File: config.mk
export PLATFORM = sky130hd
export DESIGN_NAME = div_seq_flat
export DESIGN_NICKNAME = d
export VERILOG_FILES = /design/src/rtl/div_seq_if.sv /design/src/rtl/div_seq.sv /design/src/flat_wrapper.sv
export SDC_FILE = /design/constraint.sdc
export NUM_CORES = 1
export LEC_CHECK = 0
export CORE_MARGIN = 2
export CORE_UTILIZATION = 30
export DETAILED_ROUTE_END_ITERATION = 10
export PLACE_DENSITY = 0.53
export SLEW_MARGIN = 10
export SYNTH_ARGS = -nofsm -noshare
export SYNTH_HDL_FRONTEND = slang
export SYNTH_SLANG_ARGS = --single-unit
File: constraint.sdc
create_clock -name clk -period 5.05 [get_ports clk]
set_input_delay 1.515 -clock clk [delete_from_list [all_inputs] [get_ports clk]]
set_output_delay 1.515 -clock clk [all_outputs]
set_load 0.005 [all_outputs]
File: src/rtl/div_seq_if.sv
// Start/busy/done handshake bundle between a divide requester and div_seq.
// Latency: none, this file only holds wires.
// Backpressure: none; the requester must watch busy_o/done_o before starting.
interface div_seq_if #(
  parameter int DW_N = 16,
  parameter int DW_D = 8
);

  logic            start_i;
  logic [DW_N-1:0] dividend_i;
  logic [DW_D-1:0] divisor_i;
  logic            busy_o;
  logic            done_o;
  logic            div0_o;
  logic [DW_N-1:0] quotient_o;
  logic [DW_D-1:0] remainder_o;

  // Requester side: drives the request, observes status and results.
  modport master (
    output start_i, dividend_i, divisor_i,
    input  busy_o, done_o, div0_o, quotient_o, remainder_o
  );

  // Divider side.
  modport slave (
    input  start_i, dividend_i, divisor_i,
    output busy_o, done_o, div0_o, quotient_o, remainder_o
  );

endinterface

File: src/rtl/div_seq.sv
// Sequential restoring divider: DW_N-bit dividend / DW_D-bit divisor, one quotient bit per clock.
// Latency: done_o pulses DW_N edges after the start edge (cycle after the start edge for divisor 0).
// Backpressure: none; start_i is only sampled in IDLE and ignored while busy or done.
module div_seq #(
  parameter int DW_N = 16,
  parameter int DW_D = 8
) (
  input  logic       clk,
  input  logic       rstn,
  div_seq_if.slave   bus
);

  localparam int CNT_W = $clog2(DW_N + 1);

  typedef enum logic [1:0] {
    IDLE = 2'd0,
    CALC = 2'd1,
    DONE = 2'd2
  } state_t;

  state_t          state;

  // Dividend bits shift out of the MSB while quotient bits shift into the LSB,
  // so after DW_N steps this register holds the quotient.
  logic [DW_N-1:0] dvd_q;
  logic [DW_D-1:0] dvs_q;
  logic [DW_D-1:0] rem_q;
  logic [CNT_W-1:0] cnt_q;

  // Registered outputs.
  logic            busy_q;
  logic            done_q;
  logic            div0_q;
  logic [DW_N-1:0] quot_q;
  logic [DW_D-1:0] remd_q;

  // One restoring step.
  logic [DW_D:0]   trial;
  logic [DW_D:0]   dvs_ext;
  logic            q_bit;
  logic [DW_D-1:0] rem_nxt;
  logic [DW_N-1:0] dvd_nxt;

  // One restoring iteration: compare at DW_D+1 bits so the shifted-in partial remainder never overflows.
  always_comb begin
    trial   = {rem_q, dvd_q[DW_N-1]};
    dvs_ext = {1'b0, dvs_q};
    q_bit   = (trial >= dvs_ext);
    // When the subtraction happens, trial < 2*divisor, so the difference fits in DW_D bits.
    rem_nxt = q_bit ? DW_D'(trial - dvs_ext) : trial[DW_D-1:0];
    dvd_nxt = (dvd_q << 1) | DW_N'(q_bit);
  end

  // Control FSM, iteration datapath and output registers.
  always_ff @(posedge clk or negedge rstn) begin
    if (!rstn) begin
      state  <= IDLE;
      dvd_q  <= '0;
      dvs_q  <= '0;
      rem_q  <= '0;
      cnt_q  <= '0;
      busy_q <= 1'b0;
      done_q <= 1'b0;
      div0_q <= 1'b0;
      quot_q <= '0;
      remd_q <= '0;
    end else begin
      case (state)
        IDLE: begin
          if (bus.start_i) begin
            if (bus.divisor_i != '0) begin
              state  <= CALC;
              busy_q <= 1'b1;
              dvd_q  <= bus.dividend_i;
              dvs_q  <= bus.divisor_i;
              rem_q  <= '0;
              cnt_q  <= CNT_W'(DW_N);
            end else begin
              // Divide by zero short-circuits straight to DONE with saturated quotient.
              state  <= DONE;
              done_q <= 1'b1;
              div0_q <= 1'b1;
              quot_q <= '1;
              remd_q <= '0;
            end
          end
        end

        CALC: begin
          dvd_q <= dvd_nxt;
          rem_q <= rem_nxt;
          cnt_q <= cnt_q - CNT_W'(1);
          if (cnt_q == CNT_W'(1)) begin
            // Final bit: load results from the step outputs so they are valid with done_o.
            state  <= DONE;
            busy_q <= 1'b0;
            done_q <= 1'b1;
            div0_q <= 1'b0;
            quot_q <= dvd_nxt;
            remd_q <= rem_nxt;
          end
        end

        DONE: begin
          state  <= IDLE;
          done_q <= 1'b0;
        end

        default: begin
          state  <= IDLE;
          busy_q <= 1'b0;
          done_q <= 1'b0;
        end
      endcase
    end
  end

  assign bus.busy_o      = busy_q;
  assign bus.done_o      = done_q;
  assign bus.div0_o      = div0_q;
  assign bus.quotient_o  = quot_q;
  assign bus.remainder_o = remd_q;

endmodule

File: src/flat_wrapper.sv
// flat-port wrapper written by rule: the top's interface ports become plain ports
module div_seq_flat 
#(
  parameter int DW_N = 16,
  parameter int DW_D = 8
)
  (clk, rstn, bus_start_i, bus_dividend_i, bus_divisor_i, bus_busy_o, bus_done_o, bus_div0_o, bus_quotient_o, bus_remainder_o);
  div_seq_if #(.DW_N(DW_N), .DW_D(DW_D)) bus_i ();
  input  logic clk;
  input  logic rstn;
  input wire logic [$bits(bus_i.start_i)-1:0] bus_start_i;
  input wire logic [$bits(bus_i.dividend_i)-1:0] bus_dividend_i;
  input wire logic [$bits(bus_i.divisor_i)-1:0] bus_divisor_i;
  output wire logic [$bits(bus_i.busy_o)-1:0] bus_busy_o;
  output wire logic [$bits(bus_i.done_o)-1:0] bus_done_o;
  output wire logic [$bits(bus_i.div0_o)-1:0] bus_div0_o;
  output wire logic [$bits(bus_i.quotient_o)-1:0] bus_quotient_o;
  output wire logic [$bits(bus_i.remainder_o)-1:0] bus_remainder_o;
  assign bus_i.start_i = bus_start_i;
  assign bus_i.dividend_i = bus_dividend_i;
  assign bus_i.divisor_i = bus_divisor_i;
  assign bus_busy_o = bus_i.busy_o;
  assign bus_done_o = bus_i.done_o;
  assign bus_div0_o = bus_i.div0_o;
  assign bus_quotient_o = bus_i.quotient_o;
  assign bus_remainder_o = bus_i.remainder_o;
  div_seq #(.DW_N(DW_N), .DW_D(DW_D)) u_core (.clk(clk), .rstn(rstn), .bus(bus_i));
endmodule
==> results of run 1 <==
## flip-flops by register name, summed over array words and instances, names as in the netlist
register	flops
u_core.dvd_q	16
u_core.rem_q	8
u_core.cnt_q	5
u_core.bus.remainder_o	8
u_core.bus.done_o	1
u_core.bus.quotient_o	16
u_core.dvs_q	8
u_core.bus.busy_o	1
u_core.state	2
u_core.bus.div0_o	1
## through the flow
stage / hold slack, ns / std cells
floorplan: 0.460 / 329
global placement: 0.454 / 508
detailed placement: 0.457 / 508
CTS: 0.475 / 524
global route: 0.497 / 524
finish: 0.466 / 524
## synthesized netlist by cell type, drive strengths merged, types with 2 or more instances
library cell	n
o21a	4
or3	2
o21ai	60
inv	17
nand2	74
a21oi	4
mux2i	18
nor4	3
clkbuf	6
xnor2	4
ha	10
mux2	3
or2	4
and2	2
o22ai	5
buf	7
nor2b	2
nor2	11
nor4b	2
nand2b	2
dfrtp	66
a31oi	3
xor2	2
nor3	3
## worst min-delay path, delay by kind of cell, from the launching register on
family / cells / cell delay, ns
DFF: 1 / 0.35
and+or+nand+nor: 2 / 0.09
## kinds of logic (layout without fill, tap and decap cells)
family | after synthesis | count (layout) | share of synthesized area
flip-flops | 66 | 66 | 0.513
AO/OA/AOI/OAI | 84 | 84 | 0.155
multiplexers | 21 | 21 | 0.0687
AND/OR/NAND/NOR | 110 | 110 | 0.155
XOR/XNOR | 6 | 6 | 0.0163
adder cells (fa/ha/maj) | 11 | 11 | 0.0450
buffers and inverters | 31 | 90 | 0.0478
## routing by layer
layer	GRT usage	share of wire	up-vias
met2	0.208	0.45	38
li1	-	-	1235
met5	0	0	-
met1	0.191	0.50	1155
met4	0.0522	0.016	0
met3	0.0315	0.032	9
## placed cells by master (no fill, tap or decap), types with 2 or more instances in the layout
cell type,n
o21ai_2,3
or2_1,3
buf_4,3
ha_1,10
clkinv_4,2
nand2b_1,2
o22ai_1,5
mux2_4,2
clkbuf_8,9
nor2_1,10
clkdlybuf4s50_1,52
inv_1,17
nand2_1,74
o21ai_1,2
xnor2_1,4
nor3_1,2
dfrtp_1,66
a21oi_1,4
clkinv_2,4
o21a_1,4
a31oi_1,3
and2_1,2
o21ai_0,55
xor2_1,2
nor4b_1,2
nor4_1,3
mux2i_1,18
## path summary, 6_finish.rpt
| kind | from | end | slack (ns) | cells after the start |
|---|---|---|---|---|
| hold / removal | u_core.bus.quotient_o[13]$_DFFE_PN0P_ | u_core.bus.quotient_o[13]$_DFFE_PN0P_ | 0.47 | 2 |
| setup reg to reg | u_core.cnt_q[0]$_DFFE_PN0P_ | u_core.bus.quotient_o[12]$_DFFE_PN0P_ | 2.29 | 8 |
| max in group asynchronous | rstn | u_core.dvd_q[15]$_DFFE_PN0P_ | 2.85 | 2 |
| min in group asynchronous | rstn | u_core.rem_q[7]$_DFFE_PN0P_ | 1.30 | 1 |
| hold reg to reg | u_core.bus.quotient_o[13]$_DFFE_PN0P_ | u_core.bus.quotient_o[13]$_DFFE_PN0P_ | 0.47 | 2 |
| setup / recovery | bus_divisor_i[1] | u_core.bus.quotient_o[12]$_DFFE_PN0P_ | 1.29 | 8 |
## area by class of cell
cell class | instances | area [um^2] | area share
inverter | 18 | 68.8 | 0.0170
clock inverter | 7 | 70.1 | 0.0173
clock buffer | 9 | 124 | 0.0306
multi-input combinational | 232 | 1420 | 0.350
tap | 136 | 170 | 0.0420
timing repair buffer | 56 | 548 | 0.135
sequential | 66 | 1650 | 0.408
## report_power, final
group / total (uW) / internal [uW] / switching (uW)
registers: 984 / 802 / 181
clock network: 444 / 227 / 217
logic: 1500 / 733 / 763
==> flow_metrics.env, run 1 <==
export IMPL_status="finished clean"
export IMPL_yosysTopAreaCellShare=0.513
export IMPL_synthTopCellsByArea="dfrtp_1 (51%), nand2_1 (8.6%), o21ai_0 (8.5%)"
export IMPL_rsz0062_at_grt="false"
export IMPL_antennaDiodeCount=0
export IMPL_cp_cell_sequence="clkdlybuf4s50_1 > nor4_1 > and2_1 > a31oi_1 > or2_1 > clkinv_2 > o21ai_0 > nand2_1"
export IMPL_gp_congestion=0.763
export IMPL_n_fill_cell=1078
export IMPL_globalRouteOverflowTotal=0
export IMPL_grt_usage=0.137
export IMPL_nets=421
export IMPL_p_total_uw=2920
export IMPL_worst_path_max_delay_cell="or2_1"
export IMPL_htree_levels=3
export IMPL_vias=2437
export IMPL_cts_tree="yes"
export IMPL_cts_hold_fix_buffers=0
export IMPL_max_slew_margin=0.260
export IMPL_drive_gt1_frac=0.0928
export IMPL_crit_type="in -> reg"
export IMPL_fin_ws_ns=1.29
export IMPL_finalClockSkew_ns=0.00777
export IMPL_cts_buffers=9
export IMPL_slew_viol_final=0
export IMPL_drt_iter0_markers=74
export IMPL_netlist_area_mm2=0.00322
export IMPL_post_route_util=0.390
export IMPL_crit_fanout=26
export IMPL_io_pins=54
export IMPL_period_needed_ns=3.76
export IMPL_grt_pass1_vias=2428
export IMPL_rows=37
export IMPL_core_mm2=0.0104
export IMPL_post_cts_setup_buffers=0
export IMPL_clockRootBuffer="clkbuf_8"
export IMPL_p_leak_uw=0.00188
export IMPL_path_buf_inv=2
export IMPL_clock_path_buffers=2
export IMPL_synth_edf_count=0
export IMPL_cp_end_kind="flip-flop"
export IMPL_grt_pass1_wl_um=12200
export IMPL_fp_dieW_um=108
export IMPL_wl_per_cell_um=14.2
export IMPL_syn_nets=367
export IMPL_path_clk_slew_ns=0.07
export IMPL_start_util=0.311
export IMPL_fmax_mhz=266
export IMPL_hold_path_class="reg -> reg"
export IMPL_ys_types=49
export IMPL_crit_family="simple AND/OR/NAND/NOR gates"
export IMPL_cts_resized=0
export IMPL_final_area_mm2=0.00405
export IMPL_post_route_period_util=0.744
export IMPL_powerDensity_mw_per_mm2=722
export IMPL_synth_warnings=0
export IMPL_wirelength_um=7430
export IMPL_clkLatencyLatePin_ns=0.35
export IMPL_synthFlopType="dfrtp_1"
export IMPL_maxCapViolations=0
export IMPL_post_drt_via_cell_ratio=4.65
export IMPL_dieHeight_um=108
export IMPL_worst_ep_arrival_time_ns=3.99
export IMPL_dieArea_mm2=0.0116
export IMPL_setup_viol=0
export IMPL_tightest_slew_ns=1.11
export IMPL_worst_ep_required_time_ns=5.28
export IMPL_syn2layout_area_growth_pct=25.7
export IMPL_hold_viol=0
export IMPL_fin_tns_setup_ns=0
export IMPL_start_kind="input port"
export IMPL_io_buffer_count=53
export IMPL_hpwl_um=5270
export IMPL_yosysSeqAreaShare=0.513
export IMPL_ys_async_sr_fraction=1.00
export IMPL_ys_ff_latch=66
export IMPL_grt_max_degree=41
export IMPL_place_ws_ns=0.914
export IMPL_ir_drop_mv=0.198
export IMPL_post_dp_cell_area_mm2=0.00385
export IMPL_clock_sinks=66
export IMPL_dr_pass1_iters=4
export IMPL_yosys_area_top_type="dfrtp_1"
export IMPL_grt_antenna_before_repair=0
export IMPL_synth_cells=329
export IMPL_detail_route_antenna_nets=0
export IMPL_avgSynthCellArea_um2=9.79
export IMPL_max_stage_delay_ns=0.76
export IMPL_post_route_drc_count=0
No activity file was read; power rests on OpenSTA's default activity.
==> run 2, diff against run 1 <==
clock period = 3.6 ns   (was 5.05 ns; I/O delays follow)
==> run 2 against run 1 <==
Sequential cell count is the same. Routed wire length grew 1.1%. Final cell count grew 0.38%. Register-to-register slack lost 1.3 ns. Utilization grew 0.35 points. Hold slack gained 0.0026 ns. Via count grew 0.53%. Clock-buffer cell count is the same. Sequential share of layout area shrank 0.36 points. Non-clock buffer count grew 2. Clock power grew 43%. Clock skew grew 0.00055 ns. Critical endpoint is now u_core.bus.quotient_o[0]$_DFFE_PN0P_. Largest cell class unchanged.
==> flow_metrics.env, run 2 (same netlist as run 1, synthesis figures left out) <==
export IMPL_fin_tns_setup_ns=0
export IMPL_dieArea_mm2=0.0116
export IMPL_clock_path_buffers=2
export IMPL_post_drt_via_cell_ratio=4.66
export IMPL_path_clk_slew_ns=0.08
export IMPL_seq_area_mm2=0.00165
export IMPL_max_slew_margin=0.406
export IMPL_dpl_cell_count=510
export IMPL_worst_path_max_delay_cell="nor4_1"
export IMPL_powerDensity_mw_per_mm2=1020
export IMPL_syn2layout_area_growth_pct=26.8
export IMPL_drive_gt1_frac=0.0974
export IMPL_cts_buffers=9
export IMPL_swShare=0.399
export IMPL_start_util=0.311
export IMPL_ir_drop_mv=0.302
export IMPL_vias=2450
export IMPL_globalRouteOverflowTotal=0
export IMPL_power_frac_clock=0.154
export IMPL_period_needed_ns=2.87
export IMPL_tightest_slew_ns=0.889
export IMPL_p_comb_frac=0.515
export IMPL_io_buffer_count=53
export IMPL_io_pins=54
export IMPL_slew_viol_final=0
export IMPL_place_ws_ns=0.287
export IMPL_htree_levels=3
export IMPL_core_mm2=0.0104
export IMPL_rows=37
export IMPL_hold_path_class="reg -> reg"
export IMPL_cts_hold_fix_buffers=0
export IMPL_post_cts_setup_buffers=0
export IMPL_clockRootBuffer="clkbuf_8"
export IMPL_gp_congestion=0.866
export IMPL_post_route_drc_count=0
export IMPL_multi_input_area_mm2=0.00142
export IMPL_internal_power_uw=2490
export IMPL_seq_power_share=0.331
export IMPL_grt_usage=0.140
export IMPL_drt_iter0_markers=162
export IMPL_status="finished clean"
export IMPL_grt_max_degree=37
export IMPL_grtUsageMet3=0.0327
export IMPL_antennaDiodeCount=0
export IMPL_fin_cells=526
export IMPL_n_fill_cell=1060
export IMPL_p_leak_uw=0.00189
export IMPL_crit_type="in -> reg"
export IMPL_crit_fanout=25
export IMPL_rsz0062_at_grt="false"
export IMPL_cts_tree="yes"
export IMPL_final_cell_mix="nand2_1 (74), dfrtp_1 (66), o21ai_0 (55)"
export IMPL_post_route_period_util=0.797
export IMPL_worst_ep_arrival_time_ns=3.09
export IMPL_clock_sinks=66
export IMPL_cp_end_kind="flip-flop"
export IMPL_setup_viol=0
export IMPL_hpwl_um=5480
export IMPL_power_switching_uw=1660
export IMPL_hold_viol=0
export IMPL_wirelength_um=7510
export IMPL_fp_dieW_um=108
export IMPL_fmax_mhz=349
export IMPL_wl_per_cell_um=14.3
export IMPL_detail_route_antenna_nets=0
export IMPL_cts_resized=0
export IMPL_finalClockSkew_ns=0.00832
export IMPL_use_met2=0.215
export IMPL_final_common_cell="nand2_1"
export IMPL_dieHeight_um=108
export IMPL_dr_pass1_iters=4
export IMPL_start_kind="input port"
export IMPL_maxCapViolations=0
export IMPL_grt_busiest_layer="met2"
export IMPL_holdWs_ns=0.468
export IMPL_fin_ws_ns=0.732
export IMPL_max_stage_delay_ns=0.52
export IMPL_grt_pass1_vias=2392
export IMPL_grt_pass1_wl_um=12400
export IMPL_met1_usage=0.191
export IMPL_grt_antenna_before_repair=0
export IMPL_worst_ep_required_time_ns=3.83
export IMPL_clkLatencyLatePin_ns=0.35
export IMPL_post_route_util=0.394
export IMPL_cp_cell_sequence="clkdlybuf4s50_1 > nor4_1 > and2_1 > a31oi_1 > or2_1 > buf_4 > nand2_1 > o21ai_0"
export IMPL_nets=423
run 2: area by class of cell:
cell class / instances / share of cell area
well taps: 136 / 0.0417
clock inverters: 7 / 0.0193
multi-input cells: 232 / 0.347
repair buffers: 58 / 0.141
inverters: 18 / 0.0168
flip-flops and latches: 66 / 0.404
clock buffers: 9 / 0.0303
run 2: worst paths after layout:
path | startpoint | end | slack [ns] | cells after the start
worst min-delay path | u_core.bus.quotient_o[12]$_DFFE_PN0P_ | u_core.bus.quotient_o[12]$_DFFE_PN0P_ | 0.47 | 2
worst max register to register | u_core.rem_q[2]$_DFFE_PN0P_ | u_core.rem_q[4]$_DFFE_PN0P_ | 1.03 | 7
min in group asynchronous | rstn | u_core.dvs_q[7]$_DFFE_PN0P_ | 0.78 | 1
worst min register to register | u_core.bus.quotient_o[12]$_DFFE_PN0P_ | u_core.bus.quotient_o[12]$_DFFE_PN0P_ | 0.47 | 2
max in group asynchronous | rstn | u_core.bus.remainder_o[0]$_DFFE_PN0P_ | 2.18 | 2
worst max-delay path | bus_divisor_i[5] | u_core.bus.quotient_o[0]$_DFFE_PN0P_ | 0.73 | 8
run 2: routing by layer:
metal / routed length (um) / vias up
met5: 0 / -
met4: 119 / 0
met3: 251 / 11
met2: 3490 / 46
met1: 3650 / 1150
li1: - / 1243
run 2: through the flow:
stage               total power (uW)  area, um^2
floorplan                       2830        3220
global placement                3490        3880
detailed placement              3530        3880
CTS                             4180        4090
global route                    4510        4090
finish                          4150        4090
run 2: worst max-delay path, delay by kind of cell:
kind	cells	cell delay [ns]
buffers and inverters	2	0.66
AO/OA/AOI/OAI	2	0.19
AND/OR/NAND/NOR	4	1.15
run 2: power groups by stage:
| stage | clock (uW) | sequential [uW] | combinational [uW] |
|---|---|---|---|
| 3_3_place_gp | 0 | 1380 | 2100 |
| 6_report | 637 | 1370 | 2140 |
| 5_1_grt | 692 | 1430 | 2390 |
| 2_1_floorplan | 0 | 1330 | 1500 |
| 3_5_place_dp | 0 | 1390 | 2140 |
| 4_1_cts | 657 | 1380 | 2150 |
